### config.mk
export PLATFORM = sky130hd
export DESIGN_NAME = pipeline_controller
export DESIGN_NICKNAME = d
export VERILOG_FILES = /design/src/rtl/pipeline_controller.sv
export SDC_FILE = /design/constraint.sdc
export NUM_CORES = 1
export LEC_CHECK = 0
export BUFFER_PORTS_ARGS = -buffer_cell sky130_fd_sc_hd__buf_2
export CAP_MARGIN = 10
export CORE_AREA = 2 2 66 68
export CTS_BUF_LIST = sky130_fd_sc_hd__clkbuf_2
export DETAILED_ROUTE_END_ITERATION = 8
export DIE_AREA = 0 0 68 70
export PLACE_DENSITY = 0.82
export RECOVER_POWER = 100
export SLEW_MARGIN = 15
export SYNTH_ARGS = -nofsm -noshare
export SYNTH_HDL_FRONTEND = slang
export SYNTH_SLANG_ARGS = --single-unit
### constraint.sdc
create_clock -name clk -period 4.4 [get_ports clk]
set_input_delay 0.66 -clock clk [delete_from_list [all_inputs] [get_ports clk]]
set_output_delay 0.66 -clock clk [all_outputs]
set_load 0.01 [all_outputs]
### src/rtl/pipeline_controller.sv
// Purpose: pipeline sequencer for stall, flush and bubble controls, load-use detection, HALT drain and single-step gating.
// Latency: controls are combinational in the same cycle; state, drain counter and cycle count update on the next edge.
// Backpressure: a non-advance cycle (step mode with no i_step, or HALTED) drops every enable and holds all state.
module pipeline_controller #(
  parameter int NB_ADDR      = 5,
  parameter int DRAIN_CYCLES = 4,
  parameter int NB_CYCLE     = 32
) (
  input  logic                clk,
  input  logic                i_rst,
  input  logic                i_debug_mode,
  input  logic                i_step,
  input  logic                i_ex_memRead,
  input  logic [NB_ADDR-1:0]  i_ex_rt,
  input  logic [NB_ADDR-1:0]  i_id_rs,
  input  logic [NB_ADDR-1:0]  i_id_rt,
  input  logic                i_id_jump,
  input  logic                i_id_halt,
  output logic                o_pipe_en,
  output logic                o_pc_we,
  output logic                o_ifid_we,
  output logic                o_ifid_flush,
  output logic                o_idex_bubble,
  output logic                o_halted,
  output logic [1:0]          o_state,
  output logic [NB_CYCLE-1:0] o_cycle_count
);

  localparam int NB_DRAIN = $clog2(DRAIN_CYCLES + 1);

  typedef enum logic [1:0] {
    RUN    = 2'd0,
    DRAIN  = 2'd1,
    HALTED = 2'd2
  } state_t;

  state_t               state;
  logic [NB_DRAIN-1:0]  drain_cnt;
  logic [NB_CYCLE-1:0]  cycle_cnt;
  logic                 adv;
  logic                 lu;

  assign adv = (state != HALTED) && (!i_debug_mode || i_step);
  assign lu  = i_ex_memRead && (i_ex_rt != '0) &&
               ((i_ex_rt == i_id_rs) || (i_ex_rt == i_id_rt));

  always_comb begin
    o_pipe_en     = 1'b0;
    o_pc_we       = 1'b0;
    o_ifid_we     = 1'b0;
    o_ifid_flush  = 1'b0;
    o_idex_bubble = 1'b0;
    o_halted      = 1'b0;
    o_state       = 2'd0;
    o_cycle_count = '0;
    if (!i_rst) begin
      o_pipe_en     = adv;
      o_halted      = (state == HALTED);
      o_state       = state;
      o_cycle_count = cycle_cnt;
      if (adv) begin
        // HALT and load-use both hold fetch/decode; drain keeps bubbling until WB retires
        if ((state == DRAIN) || i_id_halt || lu) begin
          o_idex_bubble = 1'b1;
        end else begin
          o_pc_we      = 1'b1;
          o_ifid_we    = 1'b1;
          o_ifid_flush = i_id_jump;
        end
      end
    end
  end

  always_ff @(posedge clk) begin
    if (i_rst) begin
      state     <= RUN;
      drain_cnt <= '0;
      cycle_cnt <= '0;
    end else if (adv) begin
      cycle_cnt <= cycle_cnt + NB_CYCLE'(1);
      case (state)
        RUN: begin
          if (i_id_halt) begin
            state     <= DRAIN;
            drain_cnt <= NB_DRAIN'(DRAIN_CYCLES);
          end
        end
        DRAIN: begin
          drain_cnt <= drain_cnt - NB_DRAIN'(1);
          if (drain_cnt == NB_DRAIN'(1)) state <= HALTED;
        end
        default: state <= state;
      endcase
    end
  end

endmodule

==> results of run 1 <==
==> sequential cells by signal, summed over array words and instances, names as in the netlist <==
signal and count:
state 2, drain_cnt 3, cycle_cnt 32
==> worst min-delay path, delay by kind of cell, from the launching register on <==
kind / cells / cell delay, ns
flops: 1 / 0.36
compound gates: 1 / 0.06
simple gates: 1 / 0.07
==> cell usage in the layout, fill, tap and decap left out <==
cell and count:
clkbuf_1 40, clkbuf_2 6, a211oi_1 1, nand3_1 14, buf_2 21, xor2_1 18
nand2b_1 1, or3_1 4, mux2_1 1, nor2b_1 32, nor3_1 12, nand2_1 11
a21oi_1 7, o21ai_0 6, o31a_1 1, or4_1 2, nor4b_1 2, and3_1 6
dfxtp_1 37, nand3b_1 1, or3_4 1, ha_1 3, xnor2_1 18, inv_1 7
nand4_2 1, nand4_1 4, clkinv_1 1, and4_1 6, or2b_1 1, mux2_2 2
nor3b_1 1, buf_4 1, nor2_1 41, nor4_1 5
==> power by group <==
part           leakage (uW)  internal [uW]  switching (uW)
Sequential         0.000299            342            7.01
Clock             0.0000265           37.0             106
Combinational      0.000565           28.8            38.6
Total              0.000890            408             152
==> worst min-delay path by stage <==
stage / from / endpoint / slack (ns) / cells after the start
2_1_floorplan: drain_cnt[1]$_SDFFE_PP0P_ / drain_cnt[1]$_SDFFE_PP0P_ / 0.46 / 2
3_3_place_gp: drain_cnt[1]$_SDFFE_PP0P_ / drain_cnt[1]$_SDFFE_PP0P_ / 0.47 / 2
3_5_place_dp: drain_cnt[1]$_SDFFE_PP0P_ / drain_cnt[1]$_SDFFE_PP0P_ / 0.49 / 2
4_1_cts: drain_cnt[1]$_SDFFE_PP0P_ / drain_cnt[1]$_SDFFE_PP0P_ / 0.52 / 2
5_1_grt: drain_cnt[0]$_SDFFE_PP0P_ / drain_cnt[0]$_SDFFE_PP0P_ / 0.57 / 2
6_report: drain_cnt[1]$_SDFFE_PP0P_ / drain_cnt[1]$_SDFFE_PP0P_ / 0.52 / 2
==> cell type report <==
type / count / area share
Clock buffer: 6 / 0.0126
Inverter: 7 / 0.0110
Multi-Input combinational cell: 202 / 0.526
Clock inverter: 1 / 0.00158
Sequential cell: 37 / 0.311
Timing Repair Buffer: 62 / 0.110
Tap cell: 52 / 0.0274
==> logic make-up after synthesis <==
| family | after synthesis |
|---|---|
| flops | 37 |
| buf+inv | 21 |
| fa+ha+maj | 3 |
| simple gates | 145 |
| compound gates | 15 |
| mux | 3 |
| xor+xnor | 36 |
==> through the flow <==
| stage | setup WS [ns] | util | hold slack, ns | total power, uW | area (um2) |
|---|---|---|---|---|---|
| after floorplan | 1.74 | - | 0.457 | 401 | 2150 |
| after global placement | 1.78 | 0.591 | 0.470 | 422 | 2450 |
| after detailed placement | 1.76 | 0.591 | 0.485 | 425 | 2450 |
| after CTS | 1.74 | 0.600 | 0.522 | 567 | 2480 |
| after global routing | 1.15 | 0.574 | 0.575 | 589 | 2380 |
| final | 1.34 | 0.574 | 0.516 | 560 | 2380 |
==> per-layer routing <==
layer | part of all wire | vias to the layer above | track usage
li1 | - | 984 | -
met1 | 0.47 | 862 | 0.268
met2 | 0.48 | 41 | 0.323
met3 | 0.041 | 10 | 0.0386
met4 | 0.017 | 0 | 0.0867
met5 | 0 | - | 0
==> results.py, run 1 <==
metrics = {
    "outcome": {
        "status": "complete, no violations",
    },
    "worst_setup_path": {
        "cp_num_cells": 5,
        "slowest_delay_ns": 0.80,
        "path_class": "in -> out",
        "endpoint": "o_idex_bubble",
        "path_cells": "clkbuf_1 -> buf_4 -> nor3_1 -> o31a_1 -> clkbuf_1",
        "cp-start-kind": "primary input",
        "rrSetupSlack_ns": 2.35,
        "reg2reg_depth": 5,
        "path_buf_inv": 3,
        "crit_fanout": 44,
        "crit_slowest_cell": "clkbuf_1",
        "timing.rr.end": "cycle_cnt[31]$_SDFFE_PP0P_",
        "r2r_start": "state[0]$_SDFFE_PP0P_",
        "crit_path_frequent_cell": "clkbuf_1",
        "crit_required_ns": 3.74,
        "worstSetupStartpoint": "i_rst",
        "crit_path_end_kind": "primary output",
        "crit_family": "buffers and inverters",
        "cp.arrival_ns": 2.40,
    },
    "clocking": {
        "cts_tree": "yes",
        "clock_sink_count": 37,
        "cts_hold_buffers": 0,
        "numCtsBuffers": 5,
        "cts_resized": 0,
        "clk_latency_ns": 0.39,
        "cts.htree.levels": 2,
        "cts-root-buf": "clkbuf_2",
        "clk_pin_slew_ns": 0.16,
        "post_cts.repair.setup_buffers": 0,
        "cts_buffer_depth": 2,
    },
    "synth": {
        "synthXorXnorAreaFrac": 0.147,
        "synthFlopType": "dfxtp_1",
        "synth_adder_area_share": 0.0175,
        "synth_top_cell_by_area": "dfxtp_1",
        "synth_common_cells": "41 x nor2_1, 37 x dfxtp_1, 31 x nor2b_1",
        "synth-seq-cells": 37,
        "seq_area_frac_synth": 0.345,
        "synthMostInstantiatedCell": "nor2_1",
        "netlist_instances": 260,
        "syn_area_um2": 2150,
        "synth_edf_count": 0,
        "syn-mean-instance-area_um2": 8.25,
        "synthArstFlopShare": 0,
        "syn-num-nets": 285,
        "ys_types": 38,
        "synth.area.mux_share": 0.0157,
        "synthSimpleGateAreaFrac": 0.391,
        "synth_compound_area_frac": 0.0379,
        "synth_top_family_by_area": "simple AND/OR/NAND/NOR gates",
        "synth.area.top_cells": "dfxtp_1 35%, nor2b_1 9.0%, xnor2_1 7.3%",
        "synth.top_cell.area_share": 0.345,
        "yosysWarnings": 0,
    },
    "detailed_routing": {
        "drtAntennaViolNets": 0,
        "post_drt_wl_per_cell_um": 12.3,
        "dr.first_iter.drc_count": 84,
        "viasPerCell": 5.17,
        "drc": 0,
        "routed_wl_um": 4500,
        "vias": 1897,
        "drtPass1Iterations": 4,
    },
    "timing": {
        "hold_violations": 0,
        "drv_slew": 0,
        "worst_pin_slew_ns": 1.12,
        "skew_ns": 0.0133,
        "finalSetupViolCount": 0,
        "min_period_ns": 3.06,
        "max_clock_freq_mhz": 327,
        "period_share": 0.696,
        "setup_tns_ns": 0,
        "rsz0062_at_grt": "no",
        "slew_headroom": 0.255,
    },
    "global_route": {
        "grt_start_max_net_pins": 45,
        "globalRouteOverflowTotal": 0,
        "antenna_found_initial": 0,
        "grt_pass1_wl_um": 7600,
        "grt_pass1_vias": 1762,
        "grt_use_total": 0.204,
    },
    "pwr": {
        "ir_drop_v": 0.000129,
        "p_leak_uw": 0.000890,
        "powerDensity_nw_per_um2": 235,
    },
    "die": {
        "ios": 62,
        "die_area_um2": 4760,
        "core.rowCount": 24,
        "dieWidth_um": 68,
        "chipHeight_um": 70,
        "initial_core_util": 0.518,
        "core-area_um2": 4140,
    },
    "place": {
        "gp_congestion": 0.739,
        "io_buffers": 61,
        "placed_cells": 360,
        "hpwlAfterDp_um": 3240,
    },
    "cells_and_area": {
        "seq_area_um2": 741,
        "final_cells": 367,
        "fillCellCount": 432,
        "syn_to_final_growth_pct": 10.8,
        "nets": 340,
        "diodes": 0,
        "multi_input_area_um2": 1250,
        "drive_gt1_frac": 0.102,
    },
    "worst_hold_path": {
        "hold_path_class": "reg -> reg",
    },
    "run": {
        "drv_cap": 0,
    },
}
Power figures use the tool's default switching activity.
==> inputs of run 2 (changes only) <==
--- a/config.mk
+++ b/config.mk
@@ -7,11 +7,11 @@
 export LEC_CHECK = 0
 export BUFFER_PORTS_ARGS = -buffer_cell sky130_fd_sc_hd__buf_2
 export CAP_MARGIN = 10
-export CORE_AREA = 2 2 66 68
+export CORE_AREA = 2 2 67 69
 export CTS_BUF_LIST = sky130_fd_sc_hd__clkbuf_2
 export DETAILED_ROUTE_END_ITERATION = 8
-export DIE_AREA = 0 0 68 70
-export PLACE_DENSITY = 0.82
+export DIE_AREA = 0 0 69 71
+export PLACE_DENSITY = 0.79
 export RECOVER_POWER = 100
 export SLEW_MARGIN = 15
 export SYNTH_ARGS = -nofsm -noshare
==> constraint.sdc (replaced) <==
create_clock -name clk -period 2.95 [get_ports clk]
set_input_delay 0.4425 -clock clk [delete_from_list [all_inputs] [get_ports clk]]
set_output_delay 0.4425 -clock clk [all_outputs]
set_load 0.01 [all_outputs]
==> run 2 against run 1 <==
  * Power is 65% higher
  * Cell count is 0.54% higher
  * Largest cell class unchanged
  * Register-to-register slack worse by 1.5 ns
  * Critical path type is now reg -> out
  * Clock skew is 0.0056 ns higher
  * Non-clock buffer count is 2 higher
  * Die area is 2.9% higher
  * Utilization hardly changed
  * Critical path depth is 1 lower
  * Count of clock-buffer cells in the layout is 1 lower
==> results.py, run 2 (synthesis results as in run 1) <==
metrics = {
    "worst_hold_path": {
        "hp-start": "i_rst",
        "hold_path_class": "in -> reg",
    },
    "cells_and_area": {
        "diodes": 0,
        "nets": 342,
        "drive_gt1_frac": 0.107,
        "fillCellCount": 445,
        "top_register": "cycle_cnt",
        "largest_register_ffs": 32,
        "largest_registers": "cycle_cnt: 32 flops, drain_cnt: 3 flops, state: 2 flops",
        "syn_to_final_growth_pct": 12.4,
        "multi_input_area_um2": 1250,
        "layout_common_cells": "41 x nor2_1, 41 x clkbuf_1, 37 x dfxtp_1",
        "seq_area_um2": 741,
    },
    "timing": {
        "worst_pin_slew_ns": 0.694,
        "max_clock_freq_mhz": 413,
        "rsz0062_at_grt": "no",
        "slew_headroom": 0.534,
        "skew_ns": 0.0189,
        "setup_tns_ns": 0,
        "finalSetupViolCount": 0,
        "period_share": 0.820,
        "drv_slew": 0,
        "hold_violations": 0,
        "min_period_ns": 2.42,
    },
    "worst_setup_path": {
        "crit_slowest_cell": "or4_1",
        "worstSetupStartpoint": "state[0]$_SDFFE_PP0P_",
        "cp-start-kind": "flip-flop",
        "path_buf_inv": 1,
        "r2r_start": "state[0]$_SDFFE_PP0P_",
        "crit_fanout": 9,
        "slowest_delay_ns": 0.51,
        "crit_family": "simple AND/OR/NAND/NOR gates",
        "path_class": "reg -> out",
        "crit_required_ns": 2.51,
        "cp.arrival_ns": 1.98,
        "crit_path_end_kind": "primary output",
        "path_cells": "nor2b_1 -> or4_1 -> nor4b_1 -> clkbuf_1",
    },
    "detailed_routing": {
        "routed_wl_um": 4360,
        "post_drt_wl_per_cell_um": 11.8,
        "drtPass1Iterations": 4,
        "viasPerCell": 5.07,
        "drc": 0,
        "vias": 1872,
        "drtAntennaViolNets": 0,
        "dr.first_iter.drc_count": 105,
    },
    "place": {
        "io_buffers": 61,
        "gp_congestion": 0.763,
        "hpwlAfterDp_um": 3210,
    },
    "pwr": {
        "p_leak_uw": 0.000907,
        "ir_drop_v": 0.000195,
        "powerDensity_nw_per_um2": 382,
        "power_uw": 922,
    },
    "clocking": {
        "cts_tree": "yes",
        "cts_hold_buffers": 0,
        "numCtsBuffers": 5,
        "cts_buffer_depth": 2,
        "clock_sink_count": 37,
        "clk_pin_slew_ns": 0.19,
        "clk_latency_ns": 0.38,
        "cts_resized": 0,
        "cts-root-buf": "clkbuf_2",
        "post_cts.repair.setup_buffers": 0,
        "cts.htree.levels": 2,
    },
    "die": {
        "core.rowCount": 24,
        "chipHeight_um": 71,
        "dieWidth_um": 69,
        "die_area_um2": 4900,
        "ios": 62,
        "initial_core_util": 0.510,
        "core-area_um2": 4200,
    },
    "global_route": {
        "grt_pass1_wl_um": 7360,
        "antenna_found_initial": 0,
        "globalRouteOverflowTotal": 0,
        "grt_start_max_net_pins": 38,
        "grt_pass1_vias": 1641,
        "grt_use_total": 0.180,
    },
    "run": {
        "drv_cap": 0,
    },
    "outcome": {
        "status": "complete, no violations",
    },
}
run 2: report_power, final:
part | leakage [uW] | internal (uW) | switching (uW)
Sequential | 0.000299 | 510 | 10.2
Clock | 0.0000388 | 138 | 164
Combinational | 0.000569 | 42.7 | 57.6
Total | 0.000907 | 691 | 231
run 2: worst paths after layout:
kind / endpoint / slack (ns) / depth (start not counted)
max: o_ifid_flush / 0.53 / 4
min: cycle_cnt[15]$_SDFFE_PP0P_ / 0.50 / 2
max reg2reg: cycle_cnt[31]$_SDFFE_PP0P_ / 0.90 / 5
min reg2reg: cycle_cnt[6]$_SDFFE_PP0P_ / 0.51 / 2
run 2: per-stage QoR:
| stage | instance area (um2) | setup WS, ns | instances | util | hold WS [ns] |
|---|---|---|---|---|---|
| floorplan | 2150 | 0.724 | 260 | - | 0.457 |
| global placement | 2470 | 0.761 | 362 | 0.587 | 0.470 |
| detailed placement | 2470 | 0.726 | 362 | 0.587 | 0.486 |
| CTS | 2530 | 0.549 | 369 | 0.601 | 0.486 |
| global route | 2410 | 0.339 | 369 | 0.574 | 0.525 |
| finish | 2410 | 0.530 | 369 | 0.574 | 0.499 |
run 2: final cells by class:
cell class / count / share of cell area
multi-input cells: 202 / 0.518
clock buffers: 5 / 0.0104
well taps: 52 / 0.0270
flip-flops and latches: 37 / 0.307
clock inverters: 2 / 0.0145
repair buffers: 64 / 0.112
inverters: 7 / 0.0109
run 2: layer usage:
metal,track usage,up-vias,share of wire
met4,0.0566,0,0.012
met5,0,-,0
met1,0.245,846,0.50
met3,0.0442,6,0.041
met2,0.283,33,0.45
li1,-,987,-
